--- config.mk ---
export PLATFORM = sky130hd
export DESIGN_NAME = dispatch_scheduler
export DESIGN_NICKNAME = d
export VERILOG_FILES = /design/src/rtl/dispatch_scheduler.sv
export SDC_FILE = /design/constraint.sdc
export NUM_CORES = 1
export LEC_CHECK = 0
export BUFFER_PORTS_ARGS = -buffer_cell sky130_fd_sc_hd__clkbuf_2
export CAP_MARGIN = 40
export CORE_MARGIN = 3
export CORE_UTILIZATION = 45
export DETAILED_ROUTE_END_ITERATION = 12
export PLACE_DENSITY = 0.75
export SYNTH_ARGS = -nofsm -noshare
export SYNTH_HDL_FRONTEND = slang
export SYNTH_SLANG_ARGS = --single-unit
--- constraint.sdc ---
create_clock -name clk -period 3 [get_ports clk]
set_clock_uncertainty 0.1 [all_clocks]
set_input_delay 0.6 -clock clk [delete_from_list [all_inputs] [get_ports clk]]
set_output_delay 0.6 -clock clk [all_outputs]
set_load 0.05 [all_outputs]
--- src/rtl/dispatch_scheduler.sv ---
// Buffers decoded ops in a small FIFO and dispatches one per cycle, round-robin, to a free reservation station.
// Optional stall counter output stallCycles is built when DISPATCH_STATS_EN is defined.
module dispatch_scheduler #(
    parameter int NUM_RS = 4,
    parameter int OP_W   = 57,
    parameter int DEPTH  = 4
) (
    input  logic              clk,
    input  logic              rst_n,
    input  logic [OP_W-1:0]   inOperation,
    input  logic              inValid,
    output logic              inReady,
    input  logic              flush,
    input  logic [NUM_RS-1:0] rsReady,
    output logic [NUM_RS-1:0] rsWrite,
    output logic [OP_W-1:0]   rsOperation,
    output logic              empty
`ifdef DISPATCH_STATS_EN
    ,
    output logic [15:0]       stallCycles
`endif
);

    localparam int PTR_W = $clog2(DEPTH);
    localparam int CNT_W = $clog2(DEPTH + 1);
    localparam int RR_W  = $clog2(NUM_RS);

    logic [OP_W-1:0]  mem_q [DEPTH];
    logic [PTR_W-1:0] rd_ptr_q, rd_ptr_d;
    logic [PTR_W-1:0] wr_ptr_q, wr_ptr_d;
    logic [CNT_W-1:0] count_q, count_d;
    logic [RR_W-1:0]  rr_q, rr_d;

    logic [OP_W-1:0]  head;
    logic             head_vld;
    logic             head_bubble;
    logic             found;
    logic [RR_W-1:0]  sel;
    logic [RR_W-1:0]  cand;
    logic             dispatch;
    logic             push;
    logic             pop;

    assign head        = mem_q[rd_ptr_q];
    assign head_vld    = (count_q != '0) && head[OP_W-1];
    assign head_bubble = (count_q != '0) && !head[OP_W-1];
    assign rsOperation = head;
    assign empty       = (count_q == '0);
    assign inReady     = (count_q != CNT_W'(DEPTH)) && !flush;

    // First ready station at or after rr, wrapping modulo NUM_RS.
    always_comb begin
        found = 1'b0;
        sel   = '0;
        cand  = '0;
        for (int k = 0; k < NUM_RS; k++) begin
            cand = RR_W'((int'(rr_q) + k) % NUM_RS);
            if (!found && rsReady[cand]) begin
                found = 1'b1;
                sel   = cand;
            end
        end
    end

    assign dispatch = !flush && head_vld && found;
    assign pop      = dispatch || (!flush && head_bubble);
    assign push     = inValid && inReady;

    always_comb begin
        rsWrite = '0;
        if (dispatch) begin
            rsWrite[sel] = 1'b1;
        end
    end

    always_comb begin
        rd_ptr_d = rd_ptr_q;
        wr_ptr_d = wr_ptr_q;
        count_d  = count_q;
        rr_d     = rr_q;
        if (flush) begin
            rd_ptr_d = '0;
            wr_ptr_d = '0;
            count_d  = '0;
        end else begin
            if (push) begin
                wr_ptr_d = wr_ptr_q + 1'b1;
            end
            if (pop) begin
                rd_ptr_d = rd_ptr_q + 1'b1;
            end
            case ({push, pop})
                2'b10:   count_d = count_q + 1'b1;
                2'b01:   count_d = count_q - 1'b1;
                default: count_d = count_q;
            endcase
            if (dispatch) begin
                rr_d = (sel == RR_W'(NUM_RS - 1)) ? '0 : sel + 1'b1;
            end
        end
    end

    always_ff @(posedge clk or negedge rst_n) begin
        if (!rst_n) begin
            rd_ptr_q <= '0;
            wr_ptr_q <= '0;
            count_q  <= '0;
            rr_q     <= '0;
        end else begin
            rd_ptr_q <= rd_ptr_d;
            wr_ptr_q <= wr_ptr_d;
            count_q  <= count_d;
            rr_q     <= rr_d;
        end
    end

    // Storage carries no reset; occupancy is tracked solely by count_q.
    always_ff @(posedge clk) begin
        if (push) begin
            mem_q[wr_ptr_q] <= inOperation;
        end
    end

`ifdef DISPATCH_STATS_EN
    logic [15:0] stall_q, stall_d;

    always_comb begin
        stall_d = stall_q;
        if (flush) begin
            stall_d = '0;
        end else if (head_vld && !found && (stall_q != 16'hFFFF)) begin
            stall_d = stall_q + 16'd1;
        end
    end

    always_ff @(posedge clk or negedge rst_n) begin
        if (!rst_n) begin
            stall_q <= '0;
        end else begin
            stall_q <= stall_d;
        end
    end

    assign stallCycles = stall_q;
`endif

endmodule
==> results of run 1 <==
==> how the worst max path moves through the flow <==
stage | startpoint | to | slack [ps] | depth (start not counted)
4_1_cts | rr_q[0] | rsWrite[2] | 7 | 7
2_1_floorplan | flush | count_q[2] | 90 | 10
5_1_grt | rd_ptr_q[0] | rsWrite[1] | 20 | 4
6_report | rd_ptr_q[0] | rsWrite[1] | 130 | 4
3_5_place_dp | rsReady[2] | count_q[2] | 0.7 | 9
3_3_place_gp | rsReady[2] | count_q[2] | 180 | 9
==> logic make-up after synthesis <==
group | count (synthesis) | share of synthesized area (%)
flip-flops | 237 | 78.7
multiplexers | 62 | 14.9
AND/OR/NAND/NOR | 32 | 2.21
buffers and inverters | 20 | 0.933
AO/OA/AOI/OAI | 18 | 1.46
adder cells (fa/ha/maj) | 9 | 1.34
XOR/XNOR | 3 | 0.446
==> synth_stat cells, drive strengths merged <==
master and number:
xnor2 2, edfxtp 228, ha 8, xnor3 1, o21ai 1, nor4 1, o31ai 1, a2111oi 2
mux4 57, nand3b 1, fa 1, nand2 4, nand3 1, nor3 1, a211oi 2, mux2 4
nor4b 1, nor3b 1, clkbuf 6, o22a 1, or2 1, nor2b 2, nand2b 2, inv 5
o311a 1, buf 9, and2 10, a2bb2oi 1, dfrtp 9, o221ai 1, a21o 1, o21a 1
mux2i 1, nor2 7, a221oi 1, a21oi 5
==> layer usage <==
layer,share of wire (%),global-route usage (%),up-vias,wire length (microns)
li1,-,-,1931,-
met1,40,20.5,2304,6730
met2,51,26.8,136,8580
met3,5.7,3.49,34,953
met4,2.7,4.33,0,446
met5,0,0,-,0
==> repair_timing <==
item                       4_1_cts  5_1_grt
cloned                           0        1
gates resized for setup          6       10
setup endpoints to repair       41       27
hold buffers                     1        0
setup buffers                    0        2
hold endpoints to repair         9        0
==> cell type report <==
class | count | area (sq um)
fill | 1495 | 8600
sequential | 237 | 7080
multi-input combinational | 124 | 1880
timing repair buffer | 147 | 927
clock buffer | 30 | 632
tap | 265 | 332
clock inverter | 7 | 65.1
inverter | 5 | 18.8
==> stage by stage <==
stage / power [uW] / hold WS [ps] / util [%] / setup WS, ps / instances
3_3_place_gp: 7020 / 374 / 51.9 / 184 / 774
6_report: 9730 / 220 / 56.0 / 134 / 815
4_1_cts: 9810 / 189 / 55.7 / 6.85 / 812
2_1_floorplan: 6350 / 204 / - / 85.9 / 381
5_1_grt: 10200 / 195 / 56.0 / 23.0 / 815
3_5_place_dp: 7100 / 377 / 51.9 / 0.733 / 774
==> power groups by stage <==
stage	clock network (uW)	logic (uW)	registers, uW
after CTS	2740	3110	3960
after detailed placement	0	3080	4020
final	2660	3110	3960
after floorplan	0	2360	3990
after global placement	0	3010	4000
after global routing	2880	3290	3980
==> state kept, by name, summed over array words and instances (netlist names) <==
signal,count
rr_q,2
mem_q,228
count_q,3
wr_ptr_q,2
rd_ptr_q,2
==> impl_metrics.yaml, run 1 <==
setup_path:
  end_kind: "primary output"
  cp_num_buf_inv: 1
  crit_family: "flip-flops"
  r2r-start: "rd_ptr_q[0]"
  cp-start-kind: "register"
  slowest_delay_ps: 520
  rr_endpoint: "count_q[2]"
  crit_fanout: 6
  critPathSlowestCell: "dfrtp_4"
  rrSetupSlack_ps: 210
  crit_type: "register to primary output"
  r2r.worst_path.cells: 8
  worst_ep_arrival_time_ps: 2170
  crit_required_ps: 2300
  cp_cell_sequence: "mux4_2 -> nor4b_4 -> and2_1 -> clkbuf_4"
floorplanning:
  die_h_microns: 147
  core_area_sq_mm: 0.0195
  io_pins: 128
  die_w_microns: 147
  die_area_sq_mm: 0.0217
  initial_core_util_pct: 46.0
  rows: 51
clock_tree:
  ctsRootBufferMaster: "clkbuf_16"
  numClockSinks: 237
  clkTransAtPathRegs_ps: 60
  cts_tree: "built"
  clock_latency_ps: 490
  cts_buffer_depth: 3
  numCtsBuffers: 23
  htreeDepth: 1
logic_synthesis:
  synth_top_area_cell: "edfxtp_1"
  netlist-cell-type-count: 41
  syn_inst: 381
  synth_seq_cells: 237
  yosysWarnings: 0
  syn_area_sq_mm: 0.00898
  synth_nets: 455
  avgSynthCellArea_sq_um: 23.6
  synthTopCellsByArea: "edfxtp_1, mux4_2, dfrtp_1, ha_1, and2_1"
  ys_seq_area_share_pct: 78.7
  synth_top_cell_area_share_pct: 76.2
power_and_ir_drop:
  clockPowerShare_pct: 27.3
  p_int_uw: 6450
  ir_drop_v: 0.000763
  p_leak_uw: 0.00375
  p_sw_uw: 3290
  power.density_mw_per_mm2: 891
  swShare_pct: 33.8
  power_frac_comb_pct: 32.0
  power.share.sequential_pct: 40.7
sta:
  layout_min_cycle_time_ps: 2870
  maxSlewHeadroom_pct: 58.7
  hold_viol_final: 0
  max_freq_mhz: 349
  finalCritPeriodShare_pct: 95.5
  setup_viol: 0
  tns_ps: 0
  worst_pin_slew_ps: 619
  maxSlewViolCount: 0
  rsz0062_at_grt: "false"
finish:
  final_cell_area_sq_mm: 0.0109
  drive_gt1_share_pct: 46.0
  final_common_cell: "edfxtp_1"
  area_growth_pct: 21.6
  fin_nets: 612
  n_antenna_cell: 0
  mostFrequentLayoutCells: "edfxtp_1, clkbuf_2, mux4_2, clkbuf_16, buf_4"
status:
  outcome: "complete, no violations"
global_route:
  overflow: 0
  grt_antenna_before_repair: 0
  grt_max_degree: 59
  grt_usage_pct: 15.6
  grt_pass1_wl_microns: 26600
  grt_pass1_vias: 4805
min_path:
  hold_depth: 1
  hold-path-endpoint: "mem_q[1][27]"
  hold_path_startpoint: "inOperation[27]"
  min_path_type: "input pin to register"
placement:
  port_buffers: 127
  postPlaceCellArea_sq_mm: 0.0101
  dp.final_hpwl_microns: 10500
  gp_congestion: 0.807
detailed_routing:
  firstDrtPassIters: 4
  via_per_inst: 5.40
  vias: 4405
  ant_nets: 0
  post_drt_wl_per_cell_microns: 20.5
  routed_wl_microns: 16700
  drtIter0Drc: 297
  drt_drc_violations_left: 0
run:
  cap_violations: 0
No activity file was read; power rests on OpenSTA's default activity.
==> inputs of run 2 (changes only) <==
--- a/config.mk
+++ b/config.mk
@@ -5,12 +5,14 @@
 export SDC_FILE = /design/constraint.sdc
 export NUM_CORES = 1
 export LEC_CHECK = 0
+export ABC_CLOCK_PERIOD_IN_PS = 3000
 export BUFFER_PORTS_ARGS = -buffer_cell sky130_fd_sc_hd__clkbuf_2
 export CAP_MARGIN = 40
 export CORE_MARGIN = 3
 export CORE_UTILIZATION = 45
 export DETAILED_ROUTE_END_ITERATION = 12
 export PLACE_DENSITY = 0.75
+export REMOVE_ABC_BUFFERS = 1
 export SYNTH_ARGS = -nofsm -noshare
 export SYNTH_HDL_FRONTEND = slang
 export SYNTH_SLANG_ARGS = --single-unit
==> constraint.sdc (replaced) <==
create_clock -name clk -period 3 [get_ports clk]
set_clock_uncertainty 0.1 [all_clocks]
set_input_delay 0.6 -clock clk [delete_from_list [all_inputs] [get_ports clk]]
set_output_delay 0.6 -clock clk [all_outputs]
set_load 0.1 [all_outputs]
==> run 2 against run 1 <==
Effect of this change:
- routed wire length down 3.4%
- hold slack got worse by 2.3 ps
- via count down 2.1%
- combinational power grew 45%
- die area unchanged
- final cell count up 0.61%
- sequential power hardly changed
- utilization up 0.99 points
- final area grew 1.8%
- critical path depth is the same
- maximum frequency is 1.4% lower
- register-to-register slack got worse by 90 ps
- largest power group is now combinational logic
==> impl_metrics.yaml, run 2 (synthesized netlist as in run 1, its figures left out) <==
clock_tree:
  numClockSinks: 237
  cts_tree: "built"
  cts_buffer_depth: 3
  clkTransAtPathRegs_ps: 60
  ctsRootBufferMaster: "clkbuf_16"
  htreeDepth: 1
  numCtsBuffers: 24
  clock_latency_ps: 500
finish:
  largest-register: "mem_q"
  n_antenna_cell: 0
  final_common_cell: "edfxtp_1"
  fin_nets: 611
  mostFrequentLayoutCells: "edfxtp_1, clkbuf_2, mux4_2, buf_2, clkbuf_16"
  area_growth_pct: 23.8
  drive_gt1_share_pct: 45.4
  top_regs: "mem_q x228, count_q x3"
  stdcell_count: 820
  largest_register_ffs: 228
floorplanning:
  io_pins: 128
  core_area_sq_mm: 0.0195
  die_area_sq_mm: 0.0217
  die_w_microns: 147
  rows: 51
  die_h_microns: 147
  initial_core_util_pct: 46.0
sta:
  maxSlewHeadroom_pct: 59.4
  layout_min_cycle_time_ps: 2910
  hold_viol_final: 0
  finalHoldWorstSlack_ps: 217
  worst_pin_slew_ps: 608
  maxSlewViolCount: 0
  finalCritPeriodShare_pct: 96.8
  tns_ps: 0
  fin_ws_ps: 94.7
  setup_viol: 0
  max_freq_mhz: 344
  rsz0062_at_grt: "true"
setup_path:
  cp_cell_sequence: "mux4_2 -> nor4b_4 -> and2_1 -> buf_12"
  slowest_delay_ps: 540
  rrSetupSlack_ps: 120
  end_kind: "primary output"
  path_depth: 4
  crit_required_ps: 2300
  worst_ep_arrival_time_ps: 2210
  critPathSlowestCell: "dfrtp_4"
  crit_fanout: 5
  cp-start-kind: "register"
  cp_num_buf_inv: 1
  crit_family: "simple AND/OR/NAND/NOR gates"
  r2r.worst_path.cells: 8
  crit_type: "register to primary output"
power_and_ir_drop:
  power.total_uw: 11400
  power.density_mw_per_mm2: 1030
  p_leak_uw: 0.00381
  ir_drop_v: 0.000776
min_path:
  hold_depth: 1
  min_path_type: "input pin to register"
placement:
  dp.final_hpwl_microns: 9650
  port_buffers: 127
  dp.cells: 771
  post-place-ws_ps: 21.1
  gp_congestion: 0.765
detailed_routing:
  ant_nets: 0
  firstDrtPassIters: 5
  drtIter0Drc: 175
  vias: 4314
  post_drt_wl_per_cell_microns: 19.7
  drt_drc_violations_left: 0
  via_per_inst: 5.26
  routed_wl_microns: 16100
global_route:
  grt_pass1_wl_microns: 26500
  grt_pass1_vias: 4817
  grt_max_degree: 58
  overflow: 0
  grt_antenna_before_repair: 0
  grt_usage_pct: 15.5
status:
  outcome: "complete, no violations"
run:
  cap_violations: 0
[run 2: changes by cell type in the layout (fill, tap and decap cells not counted), moves of 2 or more]
cell       before  now
clkbuf_2      123   67
buf_2           0   29
clkbuf_4        2   22
buf_12          7   12
and2_2          0    4
clkinv_1        2    6
and2_4          4    1
clkbuf_8        3    0
clkinv_2        2    5
bufinv_16       1    3
inv_6           2    0
[run 2: path summary, 6_finish.rpt]
kind	start	end
max	rd_ptr_q[0]	rsWrite[1]
min	inOperation[21]	mem_q[0][21]
max reg2reg	rd_ptr_q[0]	count_q[2]
min reg2reg	rr_q[0]	rr_q[0]
max in group asynchronous	rst_n	rd_ptr_q[0]
min in group asynchronous	rst_n	wr_ptr_q[0]
[run 2: what timing repair did]
| action | 4_1_cts | 5_1_grt |
|---|---|---|
| gates cloned | 1 | 0 |
| endpoints found under the hold margin | 9 | 0 |
| resized for setup | 25 | 33 |
| hold buffers | 1 | 0 |
| setup endpoints to repair | 55 | 33 |
| setup buffers | 3 | 0 |
[run 2: where the power goes]
group / leakage [uW] / switching (uW) / total, uW / internal (uW)
combinational: 0.00124 / 3360 / 4520 / 1150
sequential: 0.00218 / 101 / 3960 / 3860
clock: 0.000389 / 1160 / 2930 / 1780
[run 2: metal layers]
layer	share of wire [%]	GRT usage [%]	vias to the layer above
met2	50	26.5	145
li1	-	-	1928
met3	5.8	3.27	33
met1	42	20.6	2208
met5	0	0	-
met4	2.1	3.68	0
[run 2: through the flow]
step / util, % / instance area [sq um]
global route: 57.0 / 11100
floorplan: - / 8920
detailed placement: 52.1 / 10200
global placement: 52.1 / 10200
CTS: 56.9 / 11100
finish: 57.0 / 11100
[run 2: final cells by class]
type	count	area (sq um)
clock buffers	28	637
clock inverters	16	156
fillers	1467	8400
inverters	5	18.8
multi-input cells	124	1860
flip-flops and latches	237	7080
well taps	265	332
repair buffers	145	1040
[run 2: worst reg2reg max path, delay by kind of cell (launching register included)]
kind	cells	cell delay [ps]
multiplexers	2	720
AO/OA/AOI/OAI	2	510
flip-flops	1	540
adder cells (fa/ha/maj)	1	420
AND/OR/NAND/NOR	3	460
==> inputs of run 3 (changes only) <==
--- a/config.mk
+++ b/config.mk
@@ -5,6 +5,7 @@
 export SDC_FILE = /design/constraint.sdc
 export NUM_CORES = 1
 export LEC_CHECK = 0
+export ABC_AREA = 0
 export ABC_CLOCK_PERIOD_IN_PS = 3000
 export BUFFER_PORTS_ARGS = -buffer_cell sky130_fd_sc_hd__clkbuf_2
 export CAP_MARGIN = 40
@@ -12,6 +13,7 @@
 export CORE_UTILIZATION = 45
 export DETAILED_ROUTE_END_ITERATION = 12
 export PLACE_DENSITY = 0.75
+export RECOVER_POWER = 50
 export REMOVE_ABC_BUFFERS = 1
 export SYNTH_ARGS = -nofsm -noshare
 export SYNTH_HDL_FRONTEND = slang
==> run 3 against run 2 <==
Effect of this change:
- combinational power barely moved
- clock power barely moved
- sequential power about the same
- clock-buffer cell count unchanged
- maximum frequency is essentially flat
- critical path type unchanged
- global-route usage unchanged
- first-iteration DRC count grew 2.9%
- critical path depth did not move
==> impl_metrics.yaml, run 3 (synthesized netlist as in run 1, its figures left out) <==
status:
  outcome: "complete, no violations"
power_and_ir_drop:
  power.density_mw_per_mm2: 1030
  ir_drop_v: 0.000785
  power_frac_comb_pct: 39.5
  p_leak_uw: 0.00363
  power.share.sequential_pct: 34.7
  swShare_pct: 40.6
  p_sw_uw: 4620
  p_int_uw: 6780
  clockPowerShare_pct: 25.8
floorplanning:
  rows: 51
  die_h_microns: 147
  core_area_sq_mm: 0.0195
  initial_core_util_pct: 46.0
  die_area_sq_mm: 0.0217
  die_w_microns: 147
  io_pins: 128
sta:
  setup_viol: 0
  hold_viol_final: 0
  finalCritPeriodShare_pct: 96.8
  maxSlewHeadroom_pct: 36.7
  finalHoldWorstSlack_ps: 257
  worst_pin_slew_ps: 949
  max_freq_mhz: 344
  rsz0062_at_grt: "true"
  layout_min_cycle_time_ps: 2900
  maxSlewViolCount: 0
min_path:
  hold_path_startpoint: "inOperation[33]"
  hold_depth: 1
  min_path_type: "input pin to register"
  hold-path-endpoint: "mem_q[3][33]"
global_route:
  grt_usage_pct: 15.5
  grt_max_degree: 58
  grt_pass1_wl_microns: 26500
  grt_antenna_before_repair: 0
  grt_pass1_vias: 4817
  overflow: 0
finish:
  final_common_cell: "edfxtp_1"
  largest_register_ffs: 228
  area_growth_pct: 22.9
  final_cell_area_sq_mm: 0.0110
  mostFrequentLayoutCells: "edfxtp_1, clkbuf_1, mux4_2, buf_2, clkbuf_16"
  fin_nets: 611
  largest-register: "mem_q"
  top_regs: "mem_q x228, count_q x3"
  n_antenna_cell: 0
  drive_gt1_share_pct: 34.1
setup_path:
  r2r-start: "rd_ptr_q[0]"
  cp_cell_sequence: "mux4_2 -> nor4b_4 -> and2_1 -> buf_12"
  path_depth: 4
  crit_required_ps: 2300
  crit_fanout: 5
  crit_type: "register to primary output"
  cp_num_buf_inv: 1
  critPathSlowestCell: "dfrtp_4"
  rr_endpoint: "count_q[2]"
  worst_ep_arrival_time_ps: 2200
  crit_family: "simple AND/OR/NAND/NOR gates"
  end_kind: "primary output"
  cp-start-kind: "register"
  rrSetupSlack_ps: 130
  slowest_delay_ps: 540
  r2r.worst_path.cells: 8
detailed_routing:
  drtIter0Drc: 180
  vias: 4342
  post_drt_wl_per_cell_microns: 19.8
  routed_wl_microns: 16200
  drt_drc_violations_left: 0
  via_per_inst: 5.30
  firstDrtPassIters: 5
  ant_nets: 0
placement:
  postPlaceCellArea_sq_mm: 0.0102
  dp.final_hpwl_microns: 9650
  port_buffers: 127
  gp_congestion: 0.765
clock_tree:
  cts_tree: "built"
  clock_latency_ps: 500
  ctsRootBufferMaster: "clkbuf_16"
  cts_buffer_depth: 3
  clkTransAtPathRegs_ps: 60
  numClockSinks: 237
  numCtsBuffers: 24
  htreeDepth: 1
run:
  cap_violations: 0
run 3: worst max-delay path by stage:
stage	slack, ps	start	endpoint
6_report	100	rd_ptr_q[0]	rsWrite[1]
5_1_grt	-20	rd_ptr_q[0]	rsWrite[1]
4_1_cts	10	rd_ptr_q[0]	rsOperation[33]
3_5_place_dp	20	rsReady[2]	count_q[2]
3_3_place_gp	180	rsReady[2]	count_q[2]
2_1_floorplan	-2300	rd_ptr_q[0]	count_q[2]
run 3: layout make-up:
cell class	instances	area, sq um
clock buffer	28	637
clock inverter	16	156
fill	1504	8480
inverter	5	18.8
multi-input combinational	124	1850
sequential	237	7080
tap	265	332
timing repair buffer	145	968
run 3: repair_timing:
| action | 4_1_cts | 5_1_grt |
|---|---|---|
| setup endpoints to repair | 55 | 33 |
| pin swaps | 0 | 0 |
| hold buffers | 1 | 0 |
| cloned | 1 | 0 |
| setup buffers | 3 | 0 |
| endpoints found under the hold margin | 9 | 0 |
| resized for setup | 25 | 33 |
run 3: layer usage:
| layer | wire length (microns) | global-route usage (%) | up-vias | share of wire (%) |
|---|---|---|---|---|
| li1 | - | - | 1922 | - |
| met1 | 6880 | 20.6 | 2240 | 42 |
| met2 | 8130 | 26.5 | 150 | 50 |
| met3 | 912 | 3.27 | 30 | 5.6 |
| met4 | 305 | 3.68 | 0 | 1.9 |
| met5 | 0 | 0 | - | 0 |
run 3: power groups by stage:
stage,registers [uW],logic (uW),clock network [uW]
CTS,3950,4570,3010
finish,3960,4510,2940
detailed placement,4010,4410,0
floorplan,4170,3440,0
global placement,3990,4350,0
global route,3980,4690,3160
run 3: per-stage QoR:
| stage | setup slack, ps | TNS, ps | total power (uW) | utilization, % | std cells |
|---|---|---|---|---|---|
| 2_1_floorplan | -2300 | -115670 | 7610 | - | 366 |
| 3_3_place_gp | 176 | 0 | 8350 | 52.1 | 771 |
| 3_5_place_dp | 21.1 | 0 | 8420 | 52.1 | 771 |
| 4_1_cts | 9.77 | 0 | 11500 | 56.9 | 820 |
| 5_1_grt | -15.6 | -15.6 | 11800 | 56.5 | 820 |
| 6_report | 96.4 | 0 | 11400 | 56.5 | 820 |
